**config.mk**
```make
export PLATFORM = sky130hd
export DESIGN_NAME = arb_rr_12
export DESIGN_NICKNAME = d
export VERILOG_FILES = /design/src/rtl/arb_rr_12.sv
export SDC_FILE = /design/constraint.sdc
export NUM_CORES = 1
export LEC_CHECK = 0
export ABC_AREA = 1
export CAP_MARGIN = 10
export CORE_ASPECT_RATIO = 0.8
export CORE_MARGIN = 4
export CORE_UTILIZATION = 55
export DETAILED_ROUTE_END_ITERATION = 12
export MAX_ROUTING_LAYER = met4
export PLACE_DENSITY = 0.85
export SKIP_CTS_REPAIR_TIMING = 1
export SYNTH_ARGS = -nofsm -noshare
export SYNTH_HDL_FRONTEND = slang
export SYNTH_SLANG_ARGS = --single-unit
```
**constraint.sdc**
```tcl
create_clock -name clk -period 6.8 [get_ports clk]
set_input_delay 1.36 -clock clk [delete_from_list [all_inputs] [get_ports clk]]
set_output_delay 1.36 -clock clk [all_outputs]
set_load 0.05 [all_outputs]
```
**src/rtl/arb_rr_12.sv**
```systemverilog
// 12-way round-robin arbiter with grant hold until done/abort.
// Optional hold timeout enabled by defining ARB_TIMEOUT_EN (limit set by TIMEOUT).
module arb_rr_12 #(
    parameter int TIMEOUT = 16
) (
    input  logic        clk,
    input  logic        rst,
    input  logic        en,
    input  logic [11:0] req,
    input  logic        done,
    output logic [11:0] gnt,
    output logic [3:0]  gnt_idx,
    output logic        gnt_vld,
    output logic        to_err
);
    typedef enum logic {IDLE, BUSY} state_t;

    localparam logic [7:0] TO_LAST = 8'(TIMEOUT - 1);

    state_t     state;
    logic [3:0] ptr;
    logic [3:0] base;
    logic [3:0] win;
    logic       found;
    logic       hold_rel;
    logic       tmo;
    logic       release_now;
    logic       grant_now;

    // Scan starts just after base and wraps, so base itself is lowest priority.
    // While busy, base is the holder, which becomes ptr at a release edge.
    always_comb begin
        base  = (state == BUSY) ? gnt_idx : ptr;
        found = 1'b0;
        win   = 4'd0;
        for (int k = 1; k <= 12; k++) begin
            logic [4:0] s;
            s = {1'b0, base} + 5'(k);
            if (s >= 5'd12) s = s - 5'd12;
            if (!found && s < 5'd12 && req[s[3:0]]) begin
                found = 1'b1;
                win   = s[3:0];
            end
        end
    end

    assign hold_rel    = done || !req[gnt_idx];
    assign release_now = (state == BUSY) && (hold_rel || tmo);
    assign grant_now   = en && found && ((state == IDLE) || release_now);

`ifdef ARB_TIMEOUT_EN
    logic [7:0] cnt;

    assign tmo = (state == BUSY) && (cnt == TO_LAST);

    always_ff @(posedge clk) begin
        if (rst || grant_now)
            cnt <= 8'd0;
        else if (state == BUSY)
            cnt <= cnt + 8'd1;
    end
`else
    logic [7:0] unused_to_last;

    assign unused_to_last = TO_LAST;
    assign tmo            = 1'b0;
`endif

    always_ff @(posedge clk) begin
        if (rst) begin
            state   <= IDLE;
            gnt     <= 12'd0;
            gnt_idx <= 4'd0;
            gnt_vld <= 1'b0;
            to_err  <= 1'b0;
            ptr     <= 4'd11;
        end else begin
            // A timeout that coincides with done or abort is an ordinary release.
            to_err <= release_now && tmo && !hold_rel;
            if (release_now)
                ptr <= gnt_idx;
            if (grant_now) begin
                state   <= BUSY;
                gnt     <= 12'd1 << win;
                gnt_idx <= win;
                gnt_vld <= 1'b1;
            end else if (release_now) begin
                state   <= IDLE;
                gnt     <= 12'd0;
                gnt_idx <= 4'd0;
                gnt_vld <= 1'b0;
            end
        end
    end
endmodule

```
==> results.rst <==
.. list-table::
   :header-rows: 1

   * - Metric
     - Value
   * - Clock root buffer master
     - sky130_fd_sc_hd__clkbuf_8
   * - Setup TNS Final
     - 0 ns
   * - Quantity of I/O buffers inserted on ports
     - 32
   * - Non-filler instance count after layout
     - 723
   * - RSZ-0062 raised after global routing
     - false
   * - Final setup violation count
     - 0
   * - Via count of the first global-routing pass
     - 3814
   * - Worst setup SP type
     - register
   * - Placed inst area
     - 3978 sq um
   * - Remaining antenna violation count after routing
     - 0
   * - Highest-count cells in the layout ignoring fill and taps
     - sky130_fd_sc_hd__nand2_1, sky130_fd_sc_hd__nand3_1, sky130_fd_sc_hd__inv_1, sky130_fd_sc_hd__nor2_1, sky130_fd_sc_hd__clkdlybuf4s50_1
   * - Number of antenna repair diodes
     - 0
   * - Via count
     - 4158
   * - Actual slew at the worst max-slew pin
     - 0.7293 ns
   * - Total number of clock tree sinks
     - 21
   * - Wire length per cell
     - 15.23 um
   * - Leading cell types by total area after synthesis
     - sky130_fd_sc_hd__nand2_1, sky130_fd_sc_hd__dfxtp_1, sky130_fd_sc_hd__nand3_1
   * - Row Count
     - 26
   * - Detail-routed via count per cell
     - 5.751
   * - H-Tree Depth
     - 1
   * - Post-route design area
     - 4024 sq um
   * - Synthesized instance count
     - 615
   * - Area of the core
     - 6409 sq um
   * - Worst clock skew on the final layout
     - 0.01178 ns
   * - Top-level I/O count
     - 34
   * - Yosys warning total
     - 0
   * - Share of cells above drive strength 1
     - 12.52%
   * - Clock slew seen by the registers of the worst setup and hold paths
     - 0.09 ns
   * - Placed cell count
     - 719
   * - Outcome
     - finished, final reports clean
   * - Area growth from synthesis to layout
     - 10.29%
   * - Net count, final
     - 681
   * - CTS max path bufs
     - 2
   * - Detailed Route Iter0 Violations
     - 433
   * - Commonest non-fill, non-tap cell in the layout
     - sky130_fd_sc_hd__nand2_1
   * - Clock tree from TritonCTS
     - built
   * - Effective utilization at floorplan
     - 56.93%
   * - EDFF count, synth
     - 0
   * - Vert. Die Dim
     - 80.85 um
   * - Post-Synthesis Mean Instance Area
     - 5.933 sq um
   * - Number of antenna violations at the first check in global routing
     - 0
   * - Die extent in x
     - 99.06 um
   * - Final-report hold violation count
     - 0
   * - Area leader, netlist
     - sky130_fd_sc_hd__nand2_1
   * - Final weighted congestion in routability-driven placement
     - 1.031
   * - Final slew viol count
     - 0
   * - Die area
     - 8009 sq um
   * - Worst Path Arrival
     - 5.05 ns
   * - Clk_lat worst skew
     - 0.27 ns
   * - Classification of the worst setup path
     - register to register
   * - Aggregate global-route resource usage
     - 28.35%
   * - Cell type of the slowest stage on the worst timing path
     - sky130_fd_sc_hd__dfxtp_1
   * - Sequential element share of the synthesized area
     - 11.52%
   * - Post-route DRC
     - 0
   * - Fraction of synthesized cell area taken by the top area cell type
     - 19.44%
   * - Hold crit path type
     - register to register
   * - Synth Register Bits
     - 21
   * - Total congestion overflow
     - 0
   * - Final cycle utilization of the critical path
     - 72.44%
   * - Cell area after technology mapping
     - 3648 sq um
   * - Worst setup EP type
     - register
   * - Achievable Freq
     - 203.0 MHz
   * - Yosys cell types
     - 46
   * - Maximum number of pins on one net before global-route repair
     - 24
   * - Final routed wirelength across all metal layers
     - 11010 um
   * - Synthesized Nets
     - 656
   * - Iteration count of the initial detailed-routing pass
     - 5
   * - Share of flip-flops with an asynchronous set or reset after synthesis
     - 0%
   * - Synth Flop Type
     - sky130_fd_sc_hd__dfxtp_1
   * - Data required, critical path
     - 6.93 ns
   * - Largest stage delay on the critical path
     - 0.57 ns
   * - Max-cap violations
     - 0
   * - Global-route wire length before repair
     - 18200 um
   * - Total clock buffers created by CTS
     - 3
   * - Max-Slew Margin vs Limit
     - 51.23%
   * - Max Fanout on Critical Path
     - 18
   * - Cell type with the highest occurrence count on the critical path
     - sky130_fd_sc_hd__nand2_1
   * - Tmin final
     - 4.926 ns
   * - Post-detailed-placement half-perimeter wirelength
     - 8908 um
## sequential cells by signal, summed over array words and instances, names as in the netlist
signal	count
gnt	12
gnt_idx	4
ptr	4
state	1
## synth_stat cells (2+ instances only)
master,instances
sky130_fd_sc_hd__nor2_2,2
sky130_fd_sc_hd__a21oi_2,11
sky130_fd_sc_hd__nor2_1,39
sky130_fd_sc_hd__nand3_4,3
sky130_fd_sc_hd__o21ai_1,13
sky130_fd_sc_hd__nand3b_1,2
sky130_fd_sc_hd__inv_2,10
sky130_fd_sc_hd__o21ai_0,20
sky130_fd_sc_hd__nand4_2,3
sky130_fd_sc_hd__a31oi_1,3
sky130_fd_sc_hd__nand2_2,21
sky130_fd_sc_hd__nand3_1,78
sky130_fd_sc_hd__inv_1,71
sky130_fd_sc_hd__mux2i_1,2
sky130_fd_sc_hd__xor2_1,8
sky130_fd_sc_hd__o221ai_1,3
sky130_fd_sc_hd__buf_6,5
sky130_fd_sc_hd__buf_4,3
sky130_fd_sc_hd__nand4_1,15
sky130_fd_sc_hd__o211ai_1,2
sky130_fd_sc_hd__and2_1,2
sky130_fd_sc_hd__buf_2,2
sky130_fd_sc_hd__ha_1,25
sky130_fd_sc_hd__a21o_1,2
sky130_fd_sc_hd__nand2_4,8
sky130_fd_sc_hd__nor2_8,2
sky130_fd_sc_hd__nand3_2,4
sky130_fd_sc_hd__nor2_4,5
sky130_fd_sc_hd__dfxtp_1,21
sky130_fd_sc_hd__a21oi_1,24
sky130_fd_sc_hd__o21a_1,3
sky130_fd_sc_hd__nand2_1,189
## kinds of logic after synthesis
group	Yosys count	share of synthesized area [%]
buf+inv	95	11.32
xor+xnor	10	2.607
compound gates	84	13.99
fa+ha+maj	25	8.573
simple gates	377	51.34
flops	21	11.52
other cells	1	0.1028
mux	2	0.5487
## worst paths after layout
| path | start | endpoint | slack, ns | cells after the start |
|---|---|---|---|---|
| worst max register to register | state | gnt[9] | 1.87 | 29 |
| worst min-delay path | gnt[7] | gnt[7] | 0.47 | 2 |
| worst max-delay path | state | gnt[9] | 1.87 | 29 |
| worst min register to register | gnt[7] | gnt[7] | 0.47 | 2 |
## critical path, delay by kind of cell, from the launching register on
kind                     cells  cell delay, ns
adder cells (fa/ha/maj)      2            0.64
buffers and inverters        6            0.56
AND/OR/NAND/NOR             17            2.15
flip-flops                   1            0.57
AO/OA/AOI/OAI                4            0.85
## through the flow
stage               hold WS [ns]  setup WS (ns)  util (%)
floorplan                 0.4463          2.367         -
global placement          0.4566          2.035     62.07
detailed placement        0.4654          1.981     62.07
CTS                       0.4752          1.976     62.79
global route              0.4939          1.499     62.79
finish                    0.4736          1.874     62.79
## final cells by class
class / instances / area [sq um]
Clock inverter: 1 / 5.005
Clock buffer: 3 / 41.29
Timing Repair Buffer: 32 / 320.3
Fill cell: 604 / 2385
Multi-Input combinational cell: 499 / 2815
Sequential cell: 21 / 420.4
Tap cell: 84 / 105.1
Inverter: 83 / 316.6
## layer usage
| metal | vias up | routed length (um) | track usage, % |
|---|---|---|---|
| met4 | 0 | 152 | 5.457 |
| met2 | 203 | 4818 | 42.76 |
| li1 | 2045 | - | - |
| met5 | - | 0 | - |
| met3 | 18 | 1054 | 5.923 |
| met1 | 1892 | 4988 | 39.34 |
Power is left out: the tool's default activity adds up to more than one toggle a clock period on the data nets, which glitch-free logic cannot reach.
